===== src/rtl/wb_arbiter.sv =====
// Register-file write-back arbiter: merges ALU and LSU results onto the single
// write port, registers the winner for one cycle and exposes it as a bypass.
module wb_arbiter #(
   parameter int ADDR_WDTH  = 5,
   parameter int DATA_WDTH  = 32,
   parameter int STARVE_MAX = 3
) (
   input  logic                 clk_i,
   input  logic                 rst_ni,
   input  logic                 alu_valid_i,
   output logic                 alu_ready_o,
   input  logic [ADDR_WDTH-1:0] alu_rd_i,
   input  logic [DATA_WDTH-1:0] alu_wd_i,
   input  logic                 lsu_valid_i,
   output logic                 lsu_ready_o,
   input  logic [ADDR_WDTH-1:0] lsu_rd_i,
   input  logic [DATA_WDTH-1:0] lsu_wd_i,
   output logic                 we3_o,
   output logic [ADDR_WDTH-1:0] ad3_o,
   output logic [DATA_WDTH-1:0] wd3_o,
   input  logic [ADDR_WDTH-1:0] rs1_i,
   input  logic [ADDR_WDTH-1:0] rs2_i,
   output logic                 rs1_hit_o,
   output logic                 rs2_hit_o,
   output logic [DATA_WDTH-1:0] byp_wd_o
);

   localparam int CNT_W = (STARVE_MAX < 1) ? 1 : $clog2(STARVE_MAX + 1);
   localparam logic [CNT_W-1:0] STARVE_LIM = CNT_W'(STARVE_MAX);

   typedef struct packed {
      logic [ADDR_WDTH-1:0] rd;
      logic [DATA_WDTH-1:0] wd;
   } wb_req_t;

   logic [CNT_W-1:0] starve_cnt;
   logic [CNT_W-1:0] starve_nxt;
   logic             starve_full;
   logic             force_lsu;
   logic             alu_xfer;
   logic             lsu_xfer;
   logic             win_xfer;
   logic             win_wr;
   wb_req_t          win_req;

   assign starve_full = (starve_cnt == STARVE_LIM);
   assign force_lsu   = lsu_valid_i & starve_full;

   // Readies never look at their own source's valid, so producers may wait on ready.
   assign alu_ready_o = rst_ni & ~force_lsu;
   assign lsu_ready_o = rst_ni & (~alu_valid_i | starve_full);

   // The ready terms are mutually exclusive whenever both sources are valid.
   assign alu_xfer = alu_valid_i & alu_ready_o;
   assign lsu_xfer = lsu_valid_i & lsu_ready_o;
   assign win_xfer = alu_xfer | lsu_xfer;

   always_comb begin
      win_req = '{rd: alu_rd_i, wd: alu_wd_i};
      if (lsu_xfer) begin
         win_req = '{rd: lsu_rd_i, wd: lsu_wd_i};
      end
   end

   // x0 writes are consumed at the handshake but never reach the port.
   assign win_wr = win_xfer & (win_req.rd != '0);

   always_comb begin
      starve_nxt = starve_cnt;
      if (!lsu_valid_i || lsu_xfer) begin
         starve_nxt = '0;
      end else if (!starve_full) begin
         starve_nxt = starve_cnt + 1'b1;
      end
   end

   always_ff @(posedge clk_i) begin
      if (!rst_ni) begin
         we3_o      <= 1'b0;
         ad3_o      <= '0;
         wd3_o      <= '0;
         starve_cnt <= '0;
      end else begin
         we3_o      <= win_wr;
         starve_cnt <= starve_nxt;
         if (win_wr) begin
            ad3_o <= win_req.rd;
            wd3_o <= win_req.wd;
         end
      end
   end

   assign rs1_hit_o = we3_o & (ad3_o == rs1_i) & (rs1_i != '0);
   assign rs2_hit_o = we3_o & (ad3_o == rs2_i) & (rs2_i != '0);
   assign byp_wd_o  = wd3_o;

endmodule


===== config.mk =====
export PLATFORM = sky130hd
export DESIGN_NAME = wb_arbiter
export DESIGN_NICKNAME = d
export VERILOG_FILES = /design/src/rtl/wb_arbiter.sv
export SDC_FILE = /design/constraint.sdc
export NUM_CORES = 1
export LEC_CHECK = 0
export CAP_MARGIN = 20
export CORE_MARGIN = 3
export CORE_UTILIZATION = 32
export CTS_CLUSTER_DIAMETER = 80
export CTS_CLUSTER_SIZE = 25
export DETAILED_ROUTE_END_ITERATION = 7
export PLACE_DENSITY = 0.74
export SLEW_MARGIN = 40
export SYNTH_ARGS = -nofsm -noshare
export SYNTH_HDL_FRONTEND = slang
export SYNTH_SLANG_ARGS = --single-unit
export TNS_END_PERCENT = 100

===== constraint.sdc =====
create_clock -name clk_i -period 1.9 [get_ports clk_i]
set_clock_uncertainty 0.1 [all_clocks]
set_input_delay 0.19 -clock clk_i [delete_from_list [all_inputs] [get_ports clk_i]]
set_output_delay 0.19 -clock clk_i [all_outputs]
set_load 0.02 [all_outputs]

Word level (Yosys, flattened, before mapping)
Index checks and enable logic that the tools add are counted.
{"block": "word_totals", "inputBits": 88, "ff_bits": 40}
{"block": "op_classes", "addsub": 1, "mux": 1, "bitwise": 15, "reduce_logical": 6, "eq_ne": 3}
{"operator": "$mux 37", "count": 1}
{"operator": "$reduce_bool 5->1", "count": 3}
{"operator": "$and 1x1->1", "count": 10}
{"operator": "$eq 5x5->1", "count": 2}
{"operator": "$not 1->1", "count": 3}
{"operator": "$add 2x1->2 const B", "count": 1}
{"operator": "$eq 2x2->1 const B", "count": 1}
{"operator": "$or 1x1->1", "count": 2}
{"operator": "$reduce_or 2->1", "count": 1}
{"operator": "$logic_not 1->1", "count": 1}
{"operator": "$logic_or 1x1->1", "count": 1}

Depth between registers and ports, before layout
Gate-level depths: netlist (run 1).
{"block": "depth", "word_depth": 7, "mapped_depth": 7, "depth_no_buf": 5}

Worst setup path after synthesis (run 1)
Ideal clock, no wire load.
{"block": "synth_path", "path_kind": "reg2reg", "startpoint": "reg starve_cnt[0]", "endpoint": "reg wd3_o[0], in the netlist byp_wd_o[0]", "period_less_slack_ns": 1.804, "required_time_ns": 1.678, "arrival_ns": 1.582, "path_slack_ns": 0.096, "stages_incl_launch_ff": 8, "cell_sequence": "dfxtp_1 > ha_1 > and2b_2 > nor2_4 > buf_4 > buf_2 > mux2i_1 > mux2i_1"}
{"block": "synth_between", "elab_chain_len": 7, "elab_cells_between_ends": 12}
{"item": "from (decl)", "line": "36", "rtl": "logic [CNT_W-1:0] starve_cnt;"}
{"item": "from (signal assigned)", "line": "85", "rtl": "starve_cnt <= starve_nxt;"}
{"item": "$eq 2x2->1 *", "line": "46", "rtl": "assign starve_full = (starve_cnt == STARVE_LIM);"}
{"item": "$or 1x1->1 / $and 1x1->1 (equally long branches)", "line": "51, 47"}
{"item": "$and 1x1->1 / $not 1->1 (equally long branches)", "line": "51, 50"}
{"item": "$and 1x1->1, on equally long branches", "line": "55, 50"}
{"item": "$mux 37 / $and 1x1->1 (equally long branches)", "line": "60, 54"}
{"item": "$reduce_bool 5->1 / $or 1x1->1 (equally long branches)", "line": "66, 56"}
{"item": "$and 1x1->1", "line": "66", "rtl": "assign win_wr = win_xfer & (win_req.rd != '0);"}
{"item": "to (signal assigned)", "line": "88", "rtl": "wd3_o <= win_req.wd;"}
{"item": "to (decl)", "line": "20", "rtl": "output logic [DATA_WDTH-1:0] wd3_o,"}
Every way passes the cells marked *; elsewhere a longest branch is shown, timed or not.
A chain may end at the register's enable or synchronous reset.

Worst setup path in the final report (run 1)
{"block": "layout_path", "startpoint": "in alu_rd_i[1]", "endpoint": "reg wd3_o[13], in the netlist byp_wd_o[13]"}
{"block": "layout_between", "elab_chain_len": 3}
{"item": "from (decl)", "line": "12", "rtl": "input logic [ADDR_WDTH-1:0] alu_rd_i,"}
{"item": "$mux 37", "line": "60", "rtl": "if (lsu_xfer) begin"}
{"item": "$reduce_bool 5->1", "line": "66"}
{"item": "$and 1x1->1", "line": "66"}
Every way passes these cells.

==> results of run 1 <==
layer usage:
layer | routed length (µm) | up-vias
met1 | 2740 | 944
met3 | 444 | 7
met5 | 0 | -
li1 | - | 1061
met4 | 69 | 0
met2 | 3300 | 98
flip-flops by register name (all words and copies together), names as in the netlist:
register / count
starve_cnt: 2
byp_wd_o: 32
ad3_o: 5
we3_o: 1
worst max-delay path, stage by stage:
cell,delay (ns)
clkdlybuf4s50_1,0.42
or4_4,0.57
a211oi_4,0.24
a211oi_4,0.08
buf_12,0.15
buf_12,0.14
mux2i_1,0.12
power breakdown:
group | internal (W) | total, W | switching (W)
Combinational | 0.000566 | 0.000982 | 0.000417
Sequential | 0.000922 | 0.000993 | 0.0000706
Clock | 0.000324 | 0.000608 | 0.000284
placed cells by master (no fill, tap or decap), types with 3 or more instances in the layout:
cell type / count
a21oi_1: 3
buf_12: 5
buf_4: 14
clkbuf_8: 7
clkdlybuf4s50_1: 156
dfxtp_1: 37
dfxtp_2: 3
mux2i_1: 68
nand2_1: 37
nor2_1: 3
nor3_1: 6
o22ai_1: 4
xor2_1: 6
cell usage after synthesis (all sizes together):
master and count:
mux2i 69, buf 40, dfxtp 40, nand2 37, nor3 6, xor2 6
nor2 5, o22ai 4, a211oi 3, a21oi 3, clkbuf 3, and2 2
nand3 2, o21ai 2, or4 2, xnor2 2, a21boi 1, and2b 1
and3 1, ha 1, nor4 1, o311ai 1, or2b 1
how the worst max path moves through the flow:
stage | from | to | slack [ns] | depth (start not counted)
floorplan | starve_cnt[0]$_SDFFE_PP0P_ | byp_wd_o[0]$_SDFFE_PN0P_ | 0.1 | 7
global placement | alu_rd_i[3] | byp_wd_o[27]$_SDFFE_PN0P_ | -0.20 | 6
detailed placement | lsu_rd_i[3] | byp_wd_o[7]$_SDFFE_PN0P_ | -0.23 | 6
CTS | ad3_o[1]$_SDFFE_PN0P_ | rs2_hit_o | 0.01 | 6
global route | starve_cnt[0]$_SDFFE_PP0P_ | ad3_o[3]$_SDFFE_PN0P_ | 0.007 | 6
finish | alu_rd_i[1] | byp_wd_o[13]$_SDFFE_PN0P_ | 0.05 | 7
cells by family after synthesis:
family	Yosys count	synth area share (%)
and+or+nand+nor	58	11.7
DFF	40	35.0
buffers and inverters	43	14.4
muxes	69	30.2
AOI/OAI and AO/OA	14	4.98
xor gates and xnor gates	8	3.07
adders and majority gates	1	0.547
timing repair:
action | in CTS | in global routing
pin swaps | 1 | 4
cloned | 0 | 3
buffers inserted | 0 | 1
hold endpoints to repair | 0 | 0
resized for setup | 9 | 10
endpoints found under the setup margin | 4 | 18
stage by stage:
stage | power, W | util [%] | cells | hold WS [ns]
6_report | 0.00258 | 59.2 | 476 | 0.188
5_1_grt | 0.00270 | 59.2 | 476 | 0.214
4_1_cts | 0.00258 | 57.8 | 472 | 0.342
3_5_place_dp | 0.00197 | 56.4 | 465 | 0.331
3_3_place_gp | 0.00196 | 56.4 | 465 | 0.312
2_1_floorplan | 0.00150 | - | 233 | 0.275
final cells by class:
type | instances | area (µm²) | area share [%]
timing repair buffer | 183 | 1870 | 46.0
multi-input combinational | 150 | 1170 | 28.8
sequential | 40 | 805 | 19.8
tap | 96 | 120 | 2.96
clock buffer | 7 | 96.3 | 2.37
==> summary.md, run 1 <==
| Metric | Value |
|---|---|
| Die Y | `90.5 µm` |
| Worst min-delay path endpoint | `ad3_o[3]$_SDFFE_PN0P_` |
| CTS tree | `done` |
| Gpl congestion | `0.877` |
| Synth Register Bits | `40` |
| Post-detailed-route wirelength per cell | `13.8 µm` |
| Sequential element share of the synthesized area | `35.0%` |
| Worst hold stages | `3` |
| Clk sinks | `40` |
| Die area | `8190 µm²` |
| Via Count | `2110` |
| Reg2reg end | `ad3_o[1]$_SDFFE_PN0P_` |
| Synth top area cells | `dfxtp_1, mux2i_1, buf_4, nand2_1, xor2_1` |
| Core Footprint | `6870 µm²` |
| Met3 Use GR | `4.08%` |
| Final Cycle Share | `97.5%` |
| Die width | `90.5 µm` |
| Slew headroom | `65.2%` |
| Largest area contributor in the netlist | `dfxtp_1` |
| RSZ-0062 raised after global routing | `no` |
| Req. time, crit path | `1.97 ns` |
| Post-Layout Inst Area | `4060 µm²` |
| Total GRT Usage | `15.2%` |
| First-pass GRT wire length | `10.3 mm` |
| Share of cells above drive strength 1 | `12.1%` |
| Run status | `finished, final reports clean` |
| Filler cell count | `602` |
| # setup viols final | `0` |
| Crit path launch type | `input port` |
| Critical path class | `input port to register` |
| Critical path peak fanout | `10` |
| Final setup margin | `0.0470 ns` |
| FF-to-FF path depth | `6` |
| Cell count after synthesis | `233` |
| Overflow after GRT | `0` |
| Slew Viols, Final | `0` |
| PortBufs | `161` |
| Peak VDD IR | `0.313 mV` |
| Worst reg2reg startpoint | `starve_cnt[0]$_SDFFE_PP0P_` |
| Clock Tree Root | `clkbuf_8` |
| Vias in the first global route | `2120` |
| Remaining DRCs | `0` |
| N_diodes | `0` |
| Pin count of the biggest net entering global routing | `22` |
| Hold buffers post-CTS | `0` |
| Max_cap viols | `0` |
| Lkg Pwr | `1.57 nW` |
| DP HPWL | `5.13 mm` |
| Floorplan row count | `30` |
| Clock Latency Late Sink | `0.28 ns` |
| Pwr Density | `636 nW/µm²` |
| Num CTS Buffers | `5` |
| Post-route minimum period | `1.85 ns` |
| Final ANT Viol Nets | `0` |
| HP Start | `alu_rd_i[3]` |
| Synthesized net count | `322` |
| Achievable clock frequency | `540 MHz` |
| CTS max path bufs | `2` |
| Worst slew pin tran | `0.519 ns` |
| Worst R2R Setup Slack | `0.11 ns` |
| Yosys cell types | `31` |
| Setup WS pre-CTS | `-0.234 ns` |
| Setup TNS | `0 ns` |
| Initial DRC Count | `46` |
| I/O pins | `162` |
| Crit path DAT | `1.92 ns` |
| Critical Path Sink Type | `register` |
| Starting density of the core | `33.3%` |
| Mapped cell area | `2290 µm²` |
| Area delta synth->final | `77.8%` |
| Yosys warns | `0` |
| CTS clock-pin slew for the worst setup and hold paths | `0.08 ns` |
| Area share of the leading cell type in the synthesized netlist | `35.0%` |
| H-Tree Depth | `2` |
| Final Hold Vio Count | `0` |
| Vias per cell | `4.43` |
| Nets@finish | `469` |
| First-pass DRT Iterations | `4` |
| Global-route met1 utilization | `17.7%` |
| HP Class | `input port to register` |
| Initial antenna violation count | `0` |
| DP Area | `3870 µm²` |
| Synthesized area per cell | `9.81 µm²` |
| Post-Route WL | `6.56 mm` |
| Busiest grt layer | `met2` |
| Met2 Use GR | `27.4%` |
(Power assumes the default switching activity.)
==> run 2, diff against run 1 <==
--- a/config.mk
+++ b/config.mk
@@ -12,7 +12,8 @@
 export CTS_CLUSTER_SIZE = 25
 export DETAILED_ROUTE_END_ITERATION = 7
 export PLACE_DENSITY = 0.74
-export SLEW_MARGIN = 40
+export SETUP_SLACK_MARGIN = 0.4
+export SLEW_MARGIN = 20
 export SYNTH_ARGS = -nofsm -noshare
 export SYNTH_HDL_FRONTEND = slang
 export SYNTH_SLANG_ARGS = --single-unit
==> summary.md, run 2 (synthesis results as in run 1) <==
| Metric | Value |
|---|---|
| Lkg Pwr | `1.85 nW (was 1.57 nW)` |
| DP HPWL | `5.31 mm (was 5.13 mm)` |
| Nets@finish | `469 (unchanged)` |
| Area delta synth->final | `76.7% (was 77.8%)` |
| Commonest non-fill, non-tap cells in the layout | `clkdlybuf4s50_1, dlygate4sd2_1, mux2i_1, nand2_1, dfxtp_1 (was clkdlybuf4s50_1, mux2i_1, nand2_1, dfxtp_1, buf_4)` |
| Max_cap viols | `0 (unchanged)` |
| Finished Layout Cells | `476 (unchanged)` |
| Clk sinks | `40 (unchanged)` |
| Worst path max stage delay | `0.34 ns (was 0.57 ns)` |
| Vias per cell | `4.51 (was 4.43)` |
| I/O pins | `162 (unchanged)` |
| Final Hold Vio Count | `0 (unchanged)` |
| Initial antenna violation count | `0 (unchanged)` |
| PortBufs | `161 (unchanged)` |
| Crit path DAT | `1.87 ns (was 1.92 ns)` |
| Slew headroom | `73.6% (was 65.2%)` |
| Core Footprint | `6870 µm² (unchanged)` |
| Final setup margin | `0.140 ns (was 0.0470 ns)` |
| Critical path peak fanout | `9 (was 10)` |
| Share of cells above drive strength 1 | `13.9% (was 12.1%)` |
| Post-route minimum period | `1.76 ns (was 1.85 ns)` |
| CTS clock-pin slew for the worst setup and hold paths | `0.08 ns (about the same)` |
| RSZ-0062 raised after global routing | `yes (was no)` |
| DP Area | `3880 µm² (was 3870 µm²)` |
| Gpl congestion | `0.770 (was 0.877)` |
| Pwr Density | `612 nW/µm² (was 636 nW/µm²)` |
| First-pass GRT wire length | `10.9 mm (was 10.3 mm)` |
| Total GRT Usage | `16.2% (was 15.2%)` |
| Max FFs per register | `32 (unchanged)` |
| Run status | `finished, final reports clean (unchanged)` |
| First-pass DRT Iterations | `4 (unchanged)` |
| Post-Route WL | `6.87 mm (was 6.56 mm)` |
| Vias in the first global route | `2250 (was 2120)` |
| Via Count | `2147 (was 2110)` |
| N_diodes | `0 (unchanged)` |
| Critical Path Sink Type | `register (unchanged)` |
| Max Used Layer | `met4 (unchanged)` |
| Worst hold slack | `0.153 ns (was 0.188 ns)` |
| Starting density of the core | `33.3% (unchanged)` |
| CTS tree | `done (unchanged)` |
| HP Class | `input port to register (unchanged)` |
| Final Cycle Share | `92.6% (was 97.5%)` |
| Slowest-stage cell, CP | `dfxtp_2 (was or4_4)` |
| Worst R2R Setup Slack | `0.14 ns (was 0.11 ns)` |
| CTS max path bufs | `2 (unchanged)` |
| Met2 WL post-DR | `3.57 mm (was 3.30 mm)` |
| Critical path class | `register to register (was input port to register)` |
| Worst hold stages | `3 (unchanged)` |
| Slew Viols, Final | `0 (unchanged)` |
| HP Start | `alu_rd_i[4] (was alu_rd_i[3])` |
| Total power | `0.00247 W (was 0.00258 W)` |
| Overflow after GRT | `0 (unchanged)` |
| Final ANT Viol Nets | `0 (unchanged)` |
| Worst slew pin tran | `0.397 ns (was 0.519 ns)` |
| Pin count of the biggest net entering global routing | `38 (was 22)` |
| Commonest non-fill, non-tap cell in the layout | `clkdlybuf4s50_1 (unchanged)` |
| Peak VDD IR | `0.275 mV (was 0.313 mV)` |
| Num CTS Buffers | `5 (unchanged)` |
| Clock Latency Late Sink | `0.29 ns (was 0.28 ns)` |
| Metal3 WL | `457 µm (was 444 µm)` |
| H-Tree Depth | `2 (unchanged)` |
| FF-to-FF path depth | `7 (was 6)` |
| Metal-1 WL | `2.79 mm (was 2.74 mm)` |
| Reg2reg end | `byp_wd_o[14]$_SDFFE_PN0P_ (was ad3_o[1]$_SDFFE_PN0P_)` |
| Die width | `90.5 µm (unchanged)` |
| Die area | `8190 µm² (unchanged)` |
| Post-detailed-route wirelength per cell | `14.4 µm (was 13.8 µm)` |
| Post-Layout Inst Area | `4040 µm² (was 4060 µm²)` |
| # setup viols final | `0 (unchanged)` |
| Setup WS pre-CTS | `-0.258 ns (was -0.234 ns)` |
| Floorplan row count | `30 (unchanged)` |
| Crit path launch type | `register (was input port)` |
| DP Cell Count | `464 (was 465)` |
| Achievable clock frequency | `568 MHz (was 540 MHz)` |
| Initial DRC Count | `29 (was 46)` |
| Remaining DRCs | `0 (unchanged)` |
| Req. time, crit path | `2.01 ns (was 1.97 ns)` |
| Worst min-delay path endpoint | `ad3_o[4]$_SDFFE_PN0P_ (was ad3_o[3]$_SDFFE_PN0P_)` |
| Crit path cell chain | `ha_4 > and2b_2 > nor2_4 > a211oi_4 > buf_6 > clkbuf_16 > mux2i_1 (was clkdlybuf4s50_1 > or4_4 > a211oi_4 > a211oi_4 > buf_12 > buf_12 > mux2i_1)` |
| Die Y | `90.5 µm (unchanged)` |
| Filler cell count | `644 (was 602)` |
| Clock Tree Root | `clkbuf_8 (unchanged)` |
| Worst reg2reg startpoint | `starve_cnt[0]$_SDFFE_PP0P_ (unchanged)` |
==> run 2: worst max path at each step <==
stage	cells past startpoint	from	to
3_5_place_dp	6	rs1_i[2]	rs1_hit_o
3_3_place_gp	6	alu_rd_i[3]	byp_wd_o[29]$_SDFFE_PN0P_
6_report	7	starve_cnt[0]$_SDFFE_PP0P_	byp_wd_o[14]$_SDFFE_PN0P_
4_1_cts	6	starve_cnt[0]$_SDFFE_PP0P_	byp_wd_o[5]$_SDFFE_PN0P_
2_1_floorplan	6	starve_cnt[0]$_SDFFE_PP0P_	byp_wd_o[10]$_SDFFE_PN0P_
5_1_grt	7	starve_cnt[0]$_SDFFE_PP0P_	byp_wd_o[5]$_SDFFE_PN0P_
==> run 2: worst max-delay path: cells and delay by family, from the launching register on <==
family | cells | cell delay (ns)
flip-flops | 1 | 0.34
buffers and inverters | 2 | 0.34
AND/OR/NAND/NOR | 2 | 0.32
AO/OA/AOI/OAI | 1 | 0.24
multiplexers | 1 | 0.18
adder cells (fa/ha/maj) | 1 | 0.16
==> run 2: power breakdown <==
group / internal (W) / switching (W)
clock network: 0.000323 / 0.000278
logic: 0.000460 / 0.000423
registers: 0.000921 / 0.0000668
total: 0.00170 / 0.000768
==> run 2: layout make-up <==
type	instances	area [µm²]	share of cell area, %
timing repair buffer	183	1790	44.3
multi-input combinational	150	1220	30.2
sequential	40	812	20.1
tap	96	120	2.97
clock buffer	7	96.3	2.38
==> run 2: repair_timing <==
| item | in CTS | in global routing |
|---|---|---|
| hold buffers | 0 | 0 |
| cloned | 0 | 2 |
| buffers inserted | 2 | 1 |
| pin swaps | 5 | 8 |
| endpoints found under the setup margin | 112 | 41 |
| resized for setup | 99 | 16 |
==> run 2: metrics by stage <==
step	setup TNS [ns]	util, %
final	0	58.8
after floorplan	0	-
after CTS	0	57.1
after global placement	-7.54	56.6
after detailed placement	-7.83	56.6
after global routing	0	58.8
==> run 2: metal layers <==
layer	track usage, %	vias up
met5	0	-
met1	17.8	982
li1	-	1059
met2	30.9	100
met3	4.42	6
met4	3.44	0
==> run 3, diff against run 2 <==
--- a/config.mk
+++ b/config.mk
@@ -8,7 +8,6 @@
 export CAP_MARGIN = 20
 export CORE_MARGIN = 3
 export CORE_UTILIZATION = 32
-export CTS_CLUSTER_DIAMETER = 80
 export CTS_CLUSTER_SIZE = 25
 export DETAILED_ROUTE_END_ITERATION = 7
 export PLACE_DENSITY = 0.74
==> constraint.sdc (replaced) <==
create_clock -name clk_i -period 1.5 [get_ports clk_i]
set_clock_uncertainty 0.1 [all_clocks]
set_input_delay 0.15 -clock clk_i [delete_from_list [all_inputs] [get_ports clk_i]]
set_output_delay 0.15 -clock clk_i [all_outputs]
set_load 0.02 [all_outputs]
==> summary.md, run 3 (synthesis results as in run 1) <==
| Metric | Value |
|---|---|
| Final Hold Vio Count | `0 (unchanged)` |
| Remaining DRCs | `0 (unchanged)` |
| DP Cell Count | `465 (was 464)` |
| Worst R2R Setup Slack | `-0.24 ns (was 0.14 ns)` |
| CP top delay family | `simple AND/OR/NAND/NOR gates (was flip-flops)` |
| Crit path cell chain | `clkdlybuf4s50_1 > or4_4 > nor2_4 > a211oi_4 > buf_6 > buf_12 > mux2i_1 (was ha_4 > and2b_2 > nor2_4 > a211oi_4 > buf_6 > clkbuf_16 > mux2i_1)` |
| HP Start | `rst_ni (was alu_rd_i[4])` |
| Crit path DAT | `1.82 ns (was 1.87 ns)` |
| I/O pins | `162 (unchanged)` |
| Peak VDD IR | `0.347 mV (was 0.275 mV)` |
| Worst slew pin tran | `0.348 ns (was 0.397 ns)` |
| Clock Tree Root | `clkbuf_8 (unchanged)` |
| Initial antenna violation count | `0 (unchanged)` |
| Total GRT Usage | `16.5% (was 16.2%)` |
| Num CTS Buffers | `5 (unchanged)` |
| Post-Route WL | `7.07 mm (was 6.87 mm)` |
| Die width | `90.5 µm (unchanged)` |
| Hold buffers post-CTS | `0 (unchanged)` |
| Area delta synth->final | `80.4% (was 76.7%)` |
| Final Cycle Share | `117%` |
| Die Y | `90.5 µm (unchanged)` |
| Core Footprint | `6870 µm² (unchanged)` |
| Reg area | `838 µm² (was 812 µm²)` |
| Max FFs per register | `32 (unchanged)` |
| Share of cells above drive strength 1 | `40.0% (was 13.9%)` |
| CTS clock-pin slew for the worst setup and hold paths | `0.08 ns (about the same)` |
| Pwr Density | `770 nW/µm² (was 612 nW/µm²)` |
| Post-Layout Inst Area | `4120 µm² (was 4040 µm²)` |
| Req. time, crit path | `1.57 ns (was 2.01 ns)` |
| N_diodes | `0 (unchanged)` |
| Slew Viols, Final | `0 (unchanged)` |
| Die area | `8190 µm² (unchanged)` |
| Crit path launch type | `input port (was register)` |
| Gpl congestion | `0.858 (was 0.770)` |
| FF-to-FF path depth | `6 (was 7)` |
| Critical Path Sink Type | `register (unchanged)` |
| Floorplan row count | `30 (unchanged)` |
| H-Tree Depth | `2 (unchanged)` |
| Max_cap viols | `0 (unchanged)` |
| # setup viols final | `41 (was 0)` |
| Failing checks | `negative setup slack` |
| First-pass GRT wire length | `11.1 mm (was 10.9 mm)` |
| Run status | `finished, violations left (was finished, final reports clean)` |
| Finished Layout Cells | `486 (was 476)` |
| Pin count of the biggest net entering global routing | `21 (was 38)` |
| Clk sinks | `40 (unchanged)` |
| Slew headroom | `76.7% (was 73.6%)` |
| Worst reg2reg startpoint | `starve_cnt[0]$_SDFFE_PP0P_ (unchanged)` |
| Reg2reg end | `ad3_o[4]$_SDFFE_PN0P_ (was byp_wd_o[14]$_SDFFE_PN0P_)` |
| Finished Core Util | `60.0% (was 58.8%)` |
| DP Area | `3950 µm² (was 3880 µm²)` |
| Commonest non-fill, non-tap cells in the layout | `clkdlybuf4s50_1, mux2i_1, buf_4, nand2_1, dfxtp_1 (was clkdlybuf4s50_1, dlygate4sd2_1, mux2i_1, nand2_1, dfxtp_1)` |
| Commonest non-fill, non-tap cell in the layout | `clkdlybuf4s50_1 (unchanged)` |
| PortBufs | `161 (unchanged)` |
| Slowest-stage cell, CP | `or4_4 (was dfxtp_2)` |
| Overflow after GRT | `0 (unchanged)` |
| RSZ-0062 raised after global routing | `yes (unchanged)` |
| Worst min-delay path endpoint | `ad3_o[0]$_SDFFE_PN0P_ (was ad3_o[4]$_SDFFE_PN0P_)` |
| Buffers and inverters on the worst path | `3 (was 2)` |
| Vias in the first global route | `2270 (was 2250)` |
| First-pass DRT Iterations | `4 (unchanged)` |
| DP HPWL | `5.33 mm (was 5.31 mm)` |
| Final setup margin | `-0.250 ns (was 0.140 ns)` |
| Critical path peak fanout | `8 (was 9)` |
| Clock Latency Late Sink | `0.28 ns (was 0.29 ns)` |
| Initial DRC Count | `45 (was 29)` |
| Filler cell count | `612 (was 644)` |
| Starting density of the core | `33.3% (unchanged)` |
| Final ANT Viol Nets | `0 (unchanged)` |
| Vias per cell | `4.53 (was 4.51)` |
| Post-route minimum period | `1.75 ns` |
| Achievable clock frequency | `572 MHz` |
| Critical path class | `input port to register (was register to register)` |
| Multi-input gate area | `1270 µm² (was 1220 µm²)` |
| CTS tree | `done (unchanged)` |
| CTS max path bufs | `2 (unchanged)` |
| Worst path max stage delay | `0.59 ns (was 0.34 ns)` |
| Nets@finish | `479 (was 469)` |
| HP Class | `input port to register (unchanged)` |
| Via Count | `2200 (was 2147)` |
| Setup WS pre-CTS | `-0.613 ns (was -0.258 ns)` |
| Worst hold stages | `4 (was 3)` |
| Post-detailed-route wirelength per cell | `14.6 µm (was 14.4 µm)` |
| Lkg Pwr | `1.76 nW (was 1.85 nW)` |
## run 3: timing repair
| action | CTS | global route |
|---|---|---|
| pin swaps | 10 | 8 |
| buffers inserted | 7 | 4 |
| setup endpoints to repair | 114 | 102 |
| cloned | 2 | 1 |
| gates resized for setup | 337 | 76 |
## run 3: power by group
group	internal [W]	switching (W)	leakage (nW)
Clock	0.000316	0.000351	0.0410
Sequential	0.00117	0.0000978	0.340
Combinational	0.000671	0.000564	1.38
## run 3: worst min-delay path, stage by stage
cell            delay (ns)
dlymetal6s2s_1        0.16
buf_4                 0.16
nand2_1               0.06
o22ai_1               0.06
## run 3: cell type report
class | count | area share [%]
timing repair buffer | 193 | 44.1
tap | 96 | 2.91
sequential | 40 | 20.3
clock buffer | 6 | 1.76
multi-input combinational | 150 | 30.8
clock inverter | 1 | 0.121
## run 3: worst max-delay path by stage
| stage | from | endpoint | depth (start not counted) |
|---|---|---|---|
| after floorplan | starve_cnt[0]$_SDFFE_PP0P_ | byp_wd_o[10]$_SDFFE_PN0P_ | 6 |
| after global placement | lsu_rd_i[3] | byp_wd_o[26]$_SDFFE_PN0P_ | 6 |
| after detailed placement | lsu_rd_i[3] | byp_wd_o[21]$_SDFFE_PN0P_ | 6 |
| after CTS | starve_cnt[0]$_SDFFE_PP0P_ | ad3_o[4]$_SDFFE_PN0P_ | 6 |
| after global routing | starve_cnt[0]$_SDFFE_PP0P_ | byp_wd_o[28]$_SDFFE_PN0P_ | 7 |
| final | lsu_rd_i[3] | byp_wd_o[27]$_SDFFE_PN0P_ | 7 |
## run 3: through the flow
stage	hold WS, ns	setup TNS, ns	total power, W
after floorplan	0.233	-6.90	0.00193
after global placement	0.324	-23.11	0.00251
after detailed placement	0.326	-23.78	0.00252
after CTS	0.244	-8.99	0.00310
after global routing	0.262	-11.51	0.00334
final	0.249	-9.25	0.00317
## run 3: per-layer routing
metal  up-vias  GRT usage (%)  wire, µm
met4         0           3.06        37
met5         -              0         0
met1      1012           18.6      2790
met2        98           30.0      3720
met3         4           5.67       522
li1       1086              -         -
